==> src/rtl/seg7_pkg.sv <==
// Shared constants and glyph lookup for the multiplexed 7-segment display driver.
// Glyphs are active-low, bit order {g,f,e,d,c,b,a}.
package seg7_pkg;

    localparam logic [6:0] SEG_OFF = 7'h7F;

    // MC14495-style hex shapes: 6 with top bar, 7 without f, 9 with d, lowercase b/d
    localparam logic [6:0] GLYPH_N [16] = '{
        7'h40, 7'h79, 7'h24, 7'h30,
        7'h19, 7'h12, 7'h02, 7'h78,
        7'h00, 7'h10, 7'h08, 7'h03,
        7'h46, 7'h21, 7'h06, 7'h0E
    };

    function automatic logic [6:0] hex_to_seg_n(input logic [3:0] nibble);
        return GLYPH_N[nibble];
    endfunction

endpackage

==> src/rtl/seg7_hex_decode.sv <==
// Combinational hex nibble to active-low segment pattern, with a forced-dark override.
module seg7_hex_decode
    import seg7_pkg::*;
(
    input  logic [3:0] nibble,
    input  logic       blank,
    output logic [6:0] segN_c
);

    always_comb begin
        segN_c = SEG_OFF;
        if (!blank) segN_c = hex_to_seg_n(nibble);
    end

endmodule

==> src/rtl/seg7_scan_driver.sv <==
// Time-multiplexed common-anode 7-segment driver: latches a hex word on load and
// swaps it into the displayed copy only at frame boundaries so a frame never tears.
module seg7_scan_driver
    import seg7_pkg::*;
#(
    parameter int unsigned NUM_DIGITS = 4,
    parameter int unsigned SCAN_DIV   = 100000,
    parameter int unsigned BLANK_CYC  = 16
) (
    input  logic                    clk,
    input  logic                    rst,
    input  logic                    load,
    input  logic [4*NUM_DIGITS-1:0] data_in,
    input  logic [NUM_DIGITS-1:0]   dp_in,
    input  logic [NUM_DIGITS-1:0]   blank_in,
    input  logic                    lzb,
    output logic [6:0]              seg_n,
    output logic                    dp_n,
    output logic [NUM_DIGITS-1:0]   an_n,
    output logic                    frame_done,
    output logic                    pending
);

    localparam int unsigned CNT_W  = $clog2(SCAN_DIV);
    localparam int unsigned IDX_W  = (NUM_DIGITS > 1) ? $clog2(NUM_DIGITS) : 1;
    localparam int unsigned DATA_W = 4 * NUM_DIGITS;

    logic [CNT_W-1:0]      cnt;
    logic [IDX_W-1:0]      idx;
    logic [DATA_W-1:0]     shadowData, activeData;
    logic [NUM_DIGITS-1:0] shadowDp, shadowBlank, activeDp, activeBlank;
    logic                  slotEnd, frameWrap;
    logic [3:0]            nibbles [NUM_DIGITS];
    logic [NUM_DIGITS-1:0] lzbMask;
    logic                  curBlank;
    logic [6:0]            segC;
    logic [NUM_DIGITS-1:0] anC;

    assign slotEnd   = (cnt == CNT_W'(SCAN_DIV - 1));
    assign frameWrap = slotEnd && (idx == IDX_W'(NUM_DIGITS - 1));

    // A digit is a leading zero when it and every digit above it are zero; digit 0 always shows
    for (genvar i = 0; i < NUM_DIGITS; i++) begin : gDigit
        assign nibbles[i] = activeData[4*i +: 4];
        if (i == 0) begin : gUnits
            assign lzbMask[i] = 1'b0;
        end else begin : gUpper
            assign lzbMask[i] = ~|activeData[DATA_W-1:4*i];
        end
    end

    assign curBlank = activeBlank[idx] | (lzb & lzbMask[idx]);

    seg7_hex_decode uDecode (
        .nibble (nibbles[idx]),
        .blank  (curBlank),
        .segN_c (segC)
    );

    always_comb begin
        anC = '1;
        if (cnt >= CNT_W'(BLANK_CYC)) anC[idx] = 1'b0;
    end

    // Slot prescaler and digit index
    always_ff @(posedge clk or posedge rst) begin
        if (rst) begin
            cnt <= '0;
            idx <= '0;
        end else begin
            cnt <= slotEnd ? '0 : cnt + CNT_W'(1);
            if (slotEnd) idx <= (idx == IDX_W'(NUM_DIGITS - 1)) ? '0 : idx + IDX_W'(1);
        end
    end

    // Shadow capture and frame-boundary swap; a load on the wrap cycle bypasses the shadow
    always_ff @(posedge clk or posedge rst) begin
        if (rst) begin
            shadowData  <= '0;
            shadowDp    <= '0;
            shadowBlank <= '1;
            activeData  <= '0;
            activeDp    <= '0;
            activeBlank <= '1;
            pending     <= 1'b0;
        end else begin
            if (load) begin
                shadowData  <= data_in;
                shadowDp    <= dp_in;
                shadowBlank <= blank_in;
            end
            if (frameWrap) begin
                if (load) begin
                    activeData  <= data_in;
                    activeDp    <= dp_in;
                    activeBlank <= blank_in;
                end else if (pending) begin
                    activeData  <= shadowData;
                    activeDp    <= shadowDp;
                    activeBlank <= shadowBlank;
                end
                pending <= 1'b0;
            end else if (load) begin
                pending <= 1'b1;
            end
        end
    end

    always_ff @(posedge clk or posedge rst) begin
        if (rst) begin
            seg_n      <= SEG_OFF;
            dp_n       <= 1'b1;
            an_n       <= '1;
            frame_done <= 1'b0;
        end else begin
            seg_n      <= segC;
            dp_n       <= ~activeDp[idx];
            an_n       <= anC;
            frame_done <= frameWrap;
        end
    end

endmodule

==> config.mk <==
export PLATFORM = sky130hd
export DESIGN_NAME = seg7_scan_driver
export DESIGN_NICKNAME = d
export VERILOG_FILES = /design/src/rtl/seg7_pkg.sv /design/src/rtl/seg7_hex_decode.sv /design/src/rtl/seg7_scan_driver.sv
export SDC_FILE = /design/constraint.sdc
export NUM_CORES = 1
export LEC_CHECK = 0
export CAP_MARGIN = 20
export CORE_MARGIN = 2
export CORE_UTILIZATION = 40
export CTS_CLUSTER_SIZE = 28
export DETAILED_ROUTE_END_ITERATION = 12
export PLACE_DENSITY_LB_ADDON = 0.08
export SYNTH_ARGS = -nofsm -noshare
export SYNTH_HDL_FRONTEND = slang
export SYNTH_HIERARCHICAL = 1
export SYNTH_SLANG_ARGS = --single-unit
==> constraint.sdc <==
create_clock -name clk -period 5.9 [get_ports clk]
set_input_delay 0.59 -clock clk [delete_from_list [all_inputs] [get_ports clk]]
set_output_delay 0.59 -clock clk [all_outputs]
set_load 0.02 [all_outputs]
# Yosys cells after proc, flatten, opt, wreduce, memory -nomap -nowiden
# Memory sizes are Yosys's and may differ from the RTL's.
# Index checks and enable logic that the tools add are counted.
# totals
reg_bits	81
rom_bits	112
input_bits	28
output_inout_bits	14
elab_cells	65
n_memories	1
# classes
n_addsub	2
order_cmp	5
eq_ne	2
muxes	25
bitwise_logic	6
reduce_logical	11
# memory_table
memory	words	word_bits	rd	rd_ports_with_merged_regs	wr	line	text
(no name shown)	16	7	1	0	0	seg7_pkg.sv:16	return GLYPH_N[nibble];
# op_table
operator	count
$mux W16	2
$mux W4	7
$mux W7	3
$add A17 B1 Y17 const B	1
$eq A17 B17 Y1 const B	1
$ge A17 B5 Y1 const B	1
$mux W17	1
$reduce_or A12 Y1	1
$bmux W4 S2	1
$reduce_or A8 Y1	1
$bmux W1 S2	3
$mux W1	6
$ge A5 B5 Y1 const B	1
$not A4 Y5	1
$not A4 Y4	1
$reduce_bool A2 Y1	2
$reduce_or A4 Y1	1
$ge A3 B3 Y1 const B	1
$logic_not A1 Y1	3
$lt A2 B3 Y1 const B	1
$not A2 Y3	1
$add A2 B1 Y2 const B	1
$demux W1 S2	1
$eq A2 B2 Y1 const B	1
7 further kinds	8

# Longest topological paths before layout
# Gate-level depths: netlist (run 1).
# logic_depth
word_depth	9
depth_mapped	7
ltp_nobuf	6

# Hierarchy
# The synthesis (run 1) kept the hierarchy.
# by_module_without_submodules
module	n_inst	cells_each	area_per_inst_um2	seq_area_each_um2
seg7_scan_driver	1	238	3390.8	2052.0
seg7_hex_decode	1	35	295.3	0.0

# Least setup slack after synthesis (run 1)
# OpenSTA, ideal clock, no wires.
# synth_timing
path_type	register to register
start	register idx[0]
end	register seg_n[1]
setup_ns	0.084
arrival_time_ns	2.337
t_required_ns	5.816
slack_ns	3.480
stages_incl_launch_ff	7
path_buffers	1
synth_period_minus_slack_ns	2.420
path_cell_list	dfrtp_1 -> clkbuf_1 -> mux4_2 -> inv_1 -> ha_1 -> or2_2 -> a311o_1
# synth_via
elab_chain_len	9
word_cells_on_any_way	15
classes_between	mux (10); bitwise (4); memory (1)
# synth_rtl
element	line	text
start, declared	seg7_scan_driver.sv:29	logic [IDX_W-1:0] idx;
start signal, assigned	seg7_scan_driver.sv:72	if (slotEnd) idx <= (idx == IDX_W'(NUM_DIGITS - 1)) ? '0 : idx + IDX_W'(1);
$not A2 Y3 (implied by the code)	seg7_scan_driver.sv:55	.nibble (nibbles[idx]),
$bmux W4 S2	seg7_scan_driver.sv:55	
$mux W4 (implied by the code) (2 in a row)	seg7_scan_driver.sv:55	
$not A4 Y5 (implied by the code)	seg7_pkg.sv:16	
$mem_v2 Z16 W7	n/a	
$mux W7 (implied by the code) (2 in a row)	seg7_pkg.sv:16	
$mux W7 (*)	seg7_hex_decode.sv:12	if (!blank) segN_c = hex_to_seg_n(nibble);
named net segC[1]	seg7_scan_driver.sv:36	logic [6:0] segC;
end signal, assigned	seg7_scan_driver.sv:116	seg_n <= segC;
end, declared	seg7_scan_driver.sv:17	output logic [6:0] seg_n,
# Mark *: on every way through the listed nets, which the timed path passes. The rest lies on a longest branch. The select of a mux whose other input is x is not followed.
# A chain may end at the register's enable or synchronous reset.

# Worst setup path in the final report (run 1)
# Same ends and word-level chain as after synthesis.

==> run summary, run 1 <==
======================================================================================================
Total Wirelength ........................................................................      6.51 mm
Remaining routing DRC violations ........................................................            0
Standard cell core area .................................................................    9110 um^2
Share of flip-flops with an asynchronous set or reset after synthesis ...................         1.00
Worst Reg2Reg Path Length in Cells ......................................................            5
Final period util .......................................................................        0.418
Grt peak-use layer ......................................................................         met2
Startpoint type of the worst setup path .................................................         flop
Met3 Usage GRT ..........................................................................       0.0369
Post-layout worst setup margin ..........................................................      3430 ps
Number of hold violations in the final report ...........................................            0
Global-route met1 utilization ...........................................................        0.206
Minimum clock period ....................................................................      2470 ps
Buffer cell driving the clock tree root .................................................     clkbuf_8
Compound-Gate Fraction of Synth Area ....................................................       0.0248
Net count of the finished layout ........................................................          359
EDFF count, synth .......................................................................            0
Static Leak .............................................................................   0.00190 uW
DR WL/cell ..............................................................................      15.0 um
Clock tree from TritonCTS ...............................................................         done
Die width ...............................................................................       100 um
Grt total ovfl ..........................................................................            0
Via count normalized by instance count ..................................................         5.13
Post-detail-place hpwl ..................................................................      4.31 mm
Number of vias in the routed layout .....................................................         2226
Met2 Track Usage GR .....................................................................        0.210
Outcome .................................................................................    completed
Basic-gate share of the synthesized area counting and, or, nand and nor cells ...........        0.106
Clock skew ..............................................................................      10.1 ps
Post-CTS resize count ...................................................................            0
CTS buffer count ........................................................................            9
Cts hold-fix bufs .......................................................................            0
Slew headroom ...........................................................................        0.602
Syn_nets ................................................................................          314
Site row count ..........................................................................           35
Start of the worst register-to-register path ............................................       idx[0]
Start point of the critical path ........................................................       idx[0]
Clock transition at the register clock pins on the worst setup and hold paths after CTS .        80 ps
First-pass GRT wire length ..............................................................      11.0 mm
Critical path data arrival time .........................................................      2740 ps
Setup repair after global routing missed its margin .....................................        false
Routability Congestion ..................................................................        0.817
Post-Syn Area ...........................................................................    3690 um^2
CTS H-tree lvls .........................................................................            3
Number of global-route vias before repair ...............................................         2231
Maximum fanout along the worst path .....................................................           12
Floorplan die area ......................................................................   10000 um^2
Number of register bits inferred by synthesis ...........................................           81
Final core utilization ..................................................................        0.480
Post-synthesis sequential area ratio ....................................................        0.557
Layout cells sized above 1 ..............................................................        0.291
Overall fraction of global-route tracks in use ..........................................        0.144
Register area ...........................................................................    2050 um^2
Worst slew pin tran .....................................................................       592 ps
Share of the synthesized netlist area taken by xor and xnor gates .......................       0.0356
Dominant combinational cell family by area after synthesis .............................. multiplexers
Total number of yosys warnings ..........................................................            6
First-pass iteration count of the detailed router .......................................            4
Number of antenna violations at the first check in global routing .......................            0
Top achievable clock speed ..............................................................      405 MHz
Average footprint of a synthesized cell .................................................    13.5 um^2
First-iteration detailed-routing DRC count ..............................................           50
Flop-to-flop setup slack ................................................................      3430 ps
Number of top-level pins ................................................................           42
Setup TNS ...............................................................................         0 ps
Antenna diode instance count ............................................................            0
I/O Buffers .............................................................................           41
Post-route antenna net violation count ..................................................            0
Pwr per Cell Area .......................................................................  223 nW/um^2
Count of final max-slew check failures ..................................................            0
Reported max-cap violation count ........................................................            0
Multiplexer fraction of the synthesized cell area .......................................        0.201
Commonest non-fill, non-tap cells in the layout ......................................... dfrtp_1, mux2_2, clkdlybuf4s50_1, dfstp_2, nor2_1
Effective utilization at floorplan ......................................................        0.405
Classification of the worst setup path .................................................. flop to flop
Pin count of the biggest net entering global routing ....................................           82
Clock sink count ........................................................................           81
Max VDD drop ............................................................................       115 uV
CP Data Required Time ...................................................................      6170 ps
Clock tree buffer depth .................................................................            2
Clock insertion delay at the later pin of the skew report ...............................       340 ps
# setup viols final .....................................................................            0
Worst setup slack after placement .......................................................      3180 ps
Adder-cell share of the synthesized area ................................................       0.0441
Final-layout fill cell count ............................................................          850
Number of buffers inserted by post-CTS setup repair .....................................            0
CP Capture Type .........................................................................         flop
Type of the most critical hold path ..................................................... flop to flop
Post-synth top flop .....................................................................      dfrtp_1
Footprint of the multi-input gates ......................................................    1510 um^2
Commonest non-fill, non-tap cell in the layout ..........................................      dfrtp_1
Endpoint of the most critical register-to-register path .................................     seg_n[1]
Area added between synthesis and finish .................................................        18.7%
Vertical die dimension ..................................................................       100 um
Yosys cell types ........................................................................           40
Number of standard cells after synthesis ................................................          273
Worst Setup EP ..........................................................................     seg_n[1]
======================================================================================================
-- cells in the mapped netlist (all sizes together) (6+ instances only) --
cell type | instances | area, um^2
buf | 10 | 71.3
dfrtp | 61 | 1530
dfstp | 20 | 526
ha | 13 | 163
inv | 10 | 37.5
mux2 | 51 | 574
mux4 | 6 | 135
nand2 | 12 | 45.0
nand3 | 8 | 40.0
nand4 | 7 | 50.1
nor2 | 16 | 60.1
nor4 | 9 | 56.3
xnor2 | 9 | 78.8
xor2 | 6 | 52.6
-- critical path, cell delays in order (launching register included) --
cell,delay [ps]
dfrtp_1,680
mux4_2,670
inv_1,170
ha_1,240
or2_2,310
a311o_1,320
-- per-layer routing --
metal  wire, um  vias up
met1       3260     1109
met4         92        0
met3        275        7
met5          0        -
li1           -     1065
met2       2880       45
-- cell families after synthesis --
logic type / count (synthesis)
muxes: 60
adders and majority gates: 13
and+or+nand+nor: 70
xor gates and xnor gates: 15
buffers and inverters: 23
DFF: 81
AOI/OAI and AO/OA: 11
-- power by group --
| group | internal (uW) | switching [uW] | total (uW) | leakage, uW |
|---|---|---|---|---|
| combinational | 33.3 | 25.7 | 59.1 | 0.000825 |
| clock | 151 | 190 | 341 | 0.0000801 |
| sequential | 573 | 3.64 | 577 | 0.000995 |
| total | 758 | 219 | 977 | 0.00190 |
-- sequential cells by signal (all words and copies together) (netlist names), 4 cells and up --
signal	count
activeData	16
activeBlank	4
shadowData	16
activeDp	4
shadowBlank	4
an_n	4
shadowDp	4
seg_n	7
cnt	17
-- layout make-up --
| cell class | instances | share of cell area |
|---|---|---|
| multi-input combinational | 169 | 0.346 |
| sequential | 81 | 0.469 |
| inverter | 10 | 0.00887 |
| timing repair buffer | 47 | 0.108 |
| clock buffer | 12 | 0.0309 |
| clock inverter | 4 | 0.00515 |
| tap | 111 | 0.0318 |
-- metrics by stage --
stage | instance area [um^2] | total power, uW | instances | hold slack [ps]
final | 4370 | 977 | 434 | 495
after CTS | 4340 | 994 | 432 | 500
after global routing | 4370 | 1030 | 434 | 510
after global placement | 4180 | 646 | 416 | 477
after floorplan | 3690 | 617 | 273 | 453
after detailed placement | 4180 | 647 | 416 | 482
-- worst min-delay path by stage --
stage	from	end	slack [ps]	cells after the start
6_report	activeDp[3]	activeDp[3]	490	1
5_1_grt	activeDp[3]	activeDp[3]	510	1
4_1_cts	shadowData[2]	shadowData[2]	500	1
3_5_place_dp	shadowData[2]	shadowData[2]	480	1
3_3_place_gp	activeDp[3]	activeDp[3]	480	1
2_1_floorplan	activeDp[3]	activeDp[3]	450	1
(Power assumes the default switching activity.)
==> run 2, diff against run 1 <==
clock period = 2.3 ns   (was 5.9 ns; I/O delays follow)
==> run summary, run 2 (synthesized netlist as in run 1, its figures left out) <==
======================================================================================================
Outcome .................................................................................    completed
Floorplan die area ......................................................................   10000 um^2   unchanged
Top register by number of flip-flops ....................................................          cnt
Maximum fanout along the worst path .....................................................            7   -5
Startpoint type of the worst setup path .................................................         flop
Clock sink count ........................................................................           81   unchanged
Remaining routing DRC violations ........................................................            0   unchanged
CP Data Required Time ...................................................................      2570 ps   -3600 ps
Pin count of the biggest net entering global routing ....................................           82   unchanged
First-iteration detailed-routing DRC count ..............................................           51   +2.0%
Final period util .......................................................................        0.918   +0.500
Total Wirelength ........................................................................      6.55 mm   +0.57%
DR WL/cell ..............................................................................      15.0 um   +0.11%
Number of global-route vias before repair ...............................................         2169   -2.8%
Layout cells sized above 1 ..............................................................        0.298   +0.00744
Clock tree buffer depth .................................................................            2   unchanged
Critical-path cell with the highest stage delay .........................................       mux4_2
Largest registers ranked by flip-flop count ............................................. cnt: 17 flops, activeData: 16 flops, shadowData: 16 flops
Vertical die dimension ..................................................................       100 um   unchanged
Top achievable clock speed ..............................................................      474 MHz   +17%
Clock skew ..............................................................................      11.7 ps   +1.61 ps
Via count normalized by instance count ..................................................         5.07   -1.2%
Critical path data arrival time .........................................................      2380 ps   -360 ps
Number of antenna violations at the first check in global routing .......................            0   unchanged
Clock transition at the register clock pins on the worst setup and hold paths after CTS .        80 ps   about the same
Effective utilization at floorplan ......................................................        0.405   unchanged
Endpoint of the most critical register-to-register path .................................     seg_n[1]
Pwr per Cell Area .......................................................................  609 nW/um^2   +170%
Flop-to-flop setup slack ................................................................       190 ps   -3240 ps
Final-layout fill cell count ............................................................          817   -3.9%
Slew headroom ...........................................................................        0.593   -0.00864
Number of buffers inserted by post-CTS setup repair .....................................            0   unchanged
Clock insertion delay at the later pin of the skew report ...............................       340 ps   about the same
CTS buffer count ........................................................................            9   unchanged
# setup viols final .....................................................................            0   unchanged
Slowest stage delay, CP .................................................................       610 ps   -70 ps
Max VDD drop ............................................................................       245 uV   +110%
Smallest hold slack .....................................................................       302 ps   -192 ps
Clock tree from TritonCTS ...............................................................         done
Static Leak .............................................................................   0.00194 uW   +2.0%
Count of final max-slew check failures ..................................................            0   unchanged
Post-detail-place hpwl ..................................................................      4.52 mm   +5.1%
Classification of the worst setup path .................................................. flop to flop
Commonest non-fill, non-tap cell in the layout ..........................................      dfrtp_1
Die width ...............................................................................       100 um   unchanged
First-pass iteration count of the detailed router .......................................            4   unchanged
Post-route antenna net violation count ..................................................            0   unchanged
Worst slew pin tran .....................................................................       605 ps   +12.8 ps
Overall fraction of global-route tracks in use ..........................................        0.141   -0.00230
Number of top-level pins ................................................................           42   unchanged
Post-CTS resize count ...................................................................            0   unchanged
CP Capture Type .........................................................................         flop
Number of hold violations in the final report ...........................................            0   unchanged
Antenna diode instance count ............................................................            0   unchanged
Start of the worst register-to-register path ............................................       idx[0]
Type of the most critical hold path ..................................................... input port to async pin
Minimum clock period ....................................................................      2110 ps   -357 ps
Number of vias in the routed layout .....................................................         2209   -0.76%
Buffer cell driving the clock tree root .................................................     clkbuf_8
CTS H-tree lvls .........................................................................            3   unchanged
Max reg flops ...........................................................................           17   unchanged
Cts hold-fix bufs .......................................................................            0   unchanged
Commonest non-fill, non-tap cells in the layout ......................................... dfrtp_1, mux2_2, clkdlybuf4s50_1, dfstp_2, nor2_1
Area added between synthesis and finish .................................................        20.6%
Setup TNS ...............................................................................         0 ps   unchanged
Reported max-cap violation count ........................................................            0   unchanged
Sequence of cells on the critical path .................................................. mux4_2 -> inv_1 -> ha_1 -> or2_2 -> a311o_1
Net count of the finished layout ........................................................          361   +0.56%
Final instance area .....................................................................    4450 um^2   +1.7%
First-pass GRT wire length ..............................................................      10.9 mm   -0.88%
Setup repair after global routing missed its margin .....................................        false
Worst Reg2Reg Path Length in Cells ......................................................            5   unchanged
Standard cell core area .................................................................    9110 um^2   unchanged
I/O Buffers .............................................................................           41   unchanged
Site row count ..........................................................................           35   unchanged
Grt total ovfl ..........................................................................            0   unchanged
Routability Congestion ..................................................................        0.820   +0.47%
Area after DPL ..........................................................................    4240 um^2   +1.3%
======================================================================================================
[run 2: cell count changes in the layout (fill, tap and decap cells not counted)]
cell,before,now
buf_12,0,2
buf_16,1,0
buf_4,4,6
bufinv_16,0,1
clkbuf_1,3,2
clkbuf_2,1,0
clkbuf_8,9,12
clkinv_2,4,2
clkinvlp_4,1,0
[run 2: cell type report]
cell class / count / area (um^2) / share of cell area
well taps: 111 / 139 / 0.0312
multi-input cells: 169 / 1510 / 0.340
clock buffers: 14 / 173 / 0.0388
clock inverters: 2 / 35.0 / 0.00788
flip-flops and latches: 81 / 2050 / 0.461
repair buffers: 49 / 495 / 0.111
inverters: 10 / 38.8 / 0.00872
[run 2: how the worst max path moves through the flow]
| stage | to | depth (start not counted) | start |
|---|---|---|---|
| floorplan | activeData[0] | 1 | rst |
| finish | seg_n[1] | 5 | idx[0] |
| global placement | seg_n[1] | 5 | idx[0] |
| global route | seg_n[1] | 5 | idx[0] |
| detailed placement | seg_n[1] | 5 | idx[0] |
| CTS | seg_n[1] | 5 | idx[0] |
[run 2: power by group]
part           switching, uW  total (uW)  internal (uW)
registers               8.55        1480           1470
logic                   65.0         149           84.3
clock network            486        1080            591
total                    560        2710           2150
[run 2: through the flow]
step / power [uW] / cells / utilization / setup WS, ps
2_1_floorplan: 1580 / 273 / - / 23.0
3_3_place_gp: 1660 / 420 / 0.465 / 215
3_5_place_dp: 1660 / 420 / 0.465 / 178
4_1_cts: 2750 / 436 / 0.488 / 177
5_1_grt: 2830 / 436 / 0.488 / 78.2
6_report: 2710 / 436 / 0.488 / 188
[run 2: routing by layer]
layer / routed length [um] / vias to the layer above / GRT usage
met2: 2930 / 42 / 0.210
met3: 225 / 9 / 0.0265
met5: 0 / - / 0
li1: - / 1062 / -
met4: 112 / 0 / 0.0632
met1: 3270 / 1096 / 0.202
[run 2: critical path: cells and delay by family, from the launching register on]
kind                       cells  cell delay (ps)
muxes                          1              610
DFF                            1              430
and+or+nand+nor                1              310
AOI/OAI and AO/OA              1              310
adders and majority gates      1              240
buffers and inverters          1              150
==> run 3, diff against run 2 <==
CORE_ASPECT_RATIO = 0.6   (was unset)
==> run summary, run 3 (synthesized netlist as in run 1, its figures left out) <==
======================================================================================================
Outcome .................................................................................    completed
Clock tree buffer depth .................................................................            2   unchanged
DR WL/cell ..............................................................................      16.3 um   +8.6%
Max reg flops ...........................................................................           17   unchanged
CP Data Required Time ...................................................................      2560 ps   about the same
Pin count of the biggest net entering global routing ....................................           48   -41%
Buffer cell driving the clock tree root .................................................    clkbuf_16
Final period util .......................................................................        0.923   +0.00501
Number of vias in the routed layout .....................................................         2301   +4.2%
Via count normalized by instance count ..................................................         5.15   +1.6%
First-iteration detailed-routing DRC count ..............................................          164   +220%
Flop-to-flop setup slack ................................................................       180 ps   about the same
Setup repair after global routing missed its margin .....................................        false
Top achievable clock speed ..............................................................      471 MHz   -0.54%
CP Capture Type .........................................................................         flop
Number of buffers inserted by post-CTS setup repair .....................................            0   unchanged
Number of hold violations in the final report ...........................................            0   unchanged
CTS buffer count ........................................................................            9   unchanged
First-pass GRT wire length ..............................................................      12.1 mm   +11%
Total power .............................................................................      3190 uW   +18%
Grt total ovfl ..........................................................................            0   unchanged
# setup viols final .....................................................................            0   unchanged
Minimum clock period ....................................................................      2120 ps   +11.5 ps
Routability Congestion ..................................................................        0.810   -1.2%
Net count of the finished layout ........................................................          367   +1.7%
Number of global-route vias before repair ...............................................         2202   +1.5%
Standard cell core area .................................................................    9050 um^2   -0.60%
Top register by number of flip-flops ....................................................          cnt
Die width ...............................................................................       128 um   +28%
Cts hold-fix bufs .......................................................................            0   unchanged
Post-detail-place hpwl ..................................................................      5.34 mm   +18%
Clock transition at the register clock pins on the worst setup and hold paths after CTS .        60 ps   -20 ps
Site row count ..........................................................................           27   -23%
Number of top-level pins ................................................................           42   unchanged
I/O Buffers .............................................................................           41   unchanged
Critical path data arrival time .........................................................      2380 ps   about the same
First-pass iteration count of the detailed router .......................................            4   unchanged
Worst slew pin tran .....................................................................       535 ps   -69.4 ps
Layout cells sized above 1 ..............................................................        0.314   +0.0157
Reported max-cap violation count ........................................................            0   unchanged
Startpoint type of the worst setup path .................................................         flop
Pwr per Cell Area .......................................................................  689 nW/um^2   +13%
Overall fraction of global-route tracks in use ..........................................        0.160   +0.0190
Antenna diode instance count ............................................................            0   unchanged
Max VDD drop ............................................................................       427 uV   +74%
CTS H-tree lvls .........................................................................            3   unchanged
Largest registers ranked by flip-flop count ............................................. cnt: 17 flops, activeData: 16 flops, shadowData: 16 flops
Type of the most critical hold path ..................................................... input port to async pin
Count of final max-slew check failures ..................................................            0   unchanged
Remaining routing DRC violations ........................................................            0   unchanged
Floorplan die area ......................................................................   10000 um^2   +0.25%
Static Leak .............................................................................   0.00203 uW   +4.7%
Vertical die dimension ..................................................................      78.4 um   -22%
Maximum fanout along the worst path .....................................................            5   -2
Worst Reg2Reg Path Length in Cells ......................................................            5   unchanged
Clock sink count ........................................................................           81   unchanged
Post-route antenna net violation count ..................................................            0   unchanged
Commonest non-fill, non-tap cell in the layout ..........................................      dfrtp_1
Number of antenna violations at the first check in global routing .......................            0   unchanged
Effective utilization at floorplan ......................................................        0.407   +0.00246
Clock tree from TritonCTS ...............................................................         done
Start of the worst register-to-register path ............................................       idx[0]
Clock insertion delay at the later pin of the skew report ...............................       330 ps   about the same
Classification of the worst setup path .................................................. flop to flop
Slew headroom ...........................................................................        0.640   +0.0467
Area added between synthesis and finish .................................................        25.5%
Setup TNS ...............................................................................         0 ps   unchanged
Total Wirelength ........................................................................      7.29 mm   +11%
Commonest non-fill, non-tap cells in the layout ......................................... dfrtp_1, mux2_2, clkdlybuf4s50_1, dfstp_2, nor2_1
Endpoint of the most critical register-to-register path .................................     seg_n[1]
Clock skew ..............................................................................      4.81 ps   -6.90 ps
Post-CTS resize count ...................................................................            0   unchanged
======================================================================================================
-- run 3: cell count changes in the layout (fill, tap and decap cells not counted) --
cell       previous run  this run
clkinv_4              0         1
clkbuf_1              2         1
clkbuf_16             0        11
clkbuf_8             12         1
buf_4                 6        12
-- run 3: area by class of cell --
| cell class | count | area [um^2] |
|---|---|---|
| Inverter | 10 | 38.8 |
| Timing Repair Buffer | 55 | 541 |
| Sequential cell | 81 | 2050 |
| Fill cell | 798 | 4430 |
| Clock inverter | 3 | 43.8 |
| Clock buffer | 13 | 293 |
| Multi-Input combinational cell | 169 | 1510 |
| Tap cell | 116 | 145 |
-- run 3: through the flow --
stage	utilization	area [um^2]	worst slack, ps	cells	hold WS [ps]
floorplan	-	3690	23.0	273	394
global placement	0.474	4290	220	431	469
detailed placement	0.474	4290	186	431	484
CTS	0.511	4630	171	447	154
global route	0.511	4630	61.4	447	166
finish	0.511	4630	177	447	154
-- run 3: how the worst max path moves through the flow --
| stage | from | endpoint | cells after the start |
|---|---|---|---|
| final | idx[0] | seg_n[1] | 5 |
| after global routing | idx[0] | seg_n[1] | 5 |
| after CTS | idx[0] | seg_n[1] | 5 |
| after detailed placement | idx[0] | seg_n[1] | 5 |
| after global placement | idx[0] | seg_n[1] | 5 |
| after floorplan | rst | activeData[0] | 1 |
-- run 3: worst max-delay path: stages, from the launching register on --
cell and delay [ps]:
dfrtp_1 410, mux4_2 580, inv_1 180, ha_1 250
or2_2 310, a311o_1 320
-- run 3: routing by layer --
metal	vias up	share of wire	GRT usage	routed length, um
met5	-	0	0	0
met4	0	0.0052	0.0429	38
met3	4	0.068	0.0573	492
met2	75	0.38	0.192	2750
met1	1149	0.55	0.262	4010
li1	1073	-	-	-
-- run 3: power by group --
| group | leakage, uW | internal [uW] | switching [uW] |
|---|---|---|---|
| Clock | 0.000166 | 1000 | 551 |
| Sequential | 0.000995 | 1470 | 9.13 |
| Combinational | 0.000867 | 85.4 | 66.8 |
| Total | 0.00203 | 2560 | 627 |
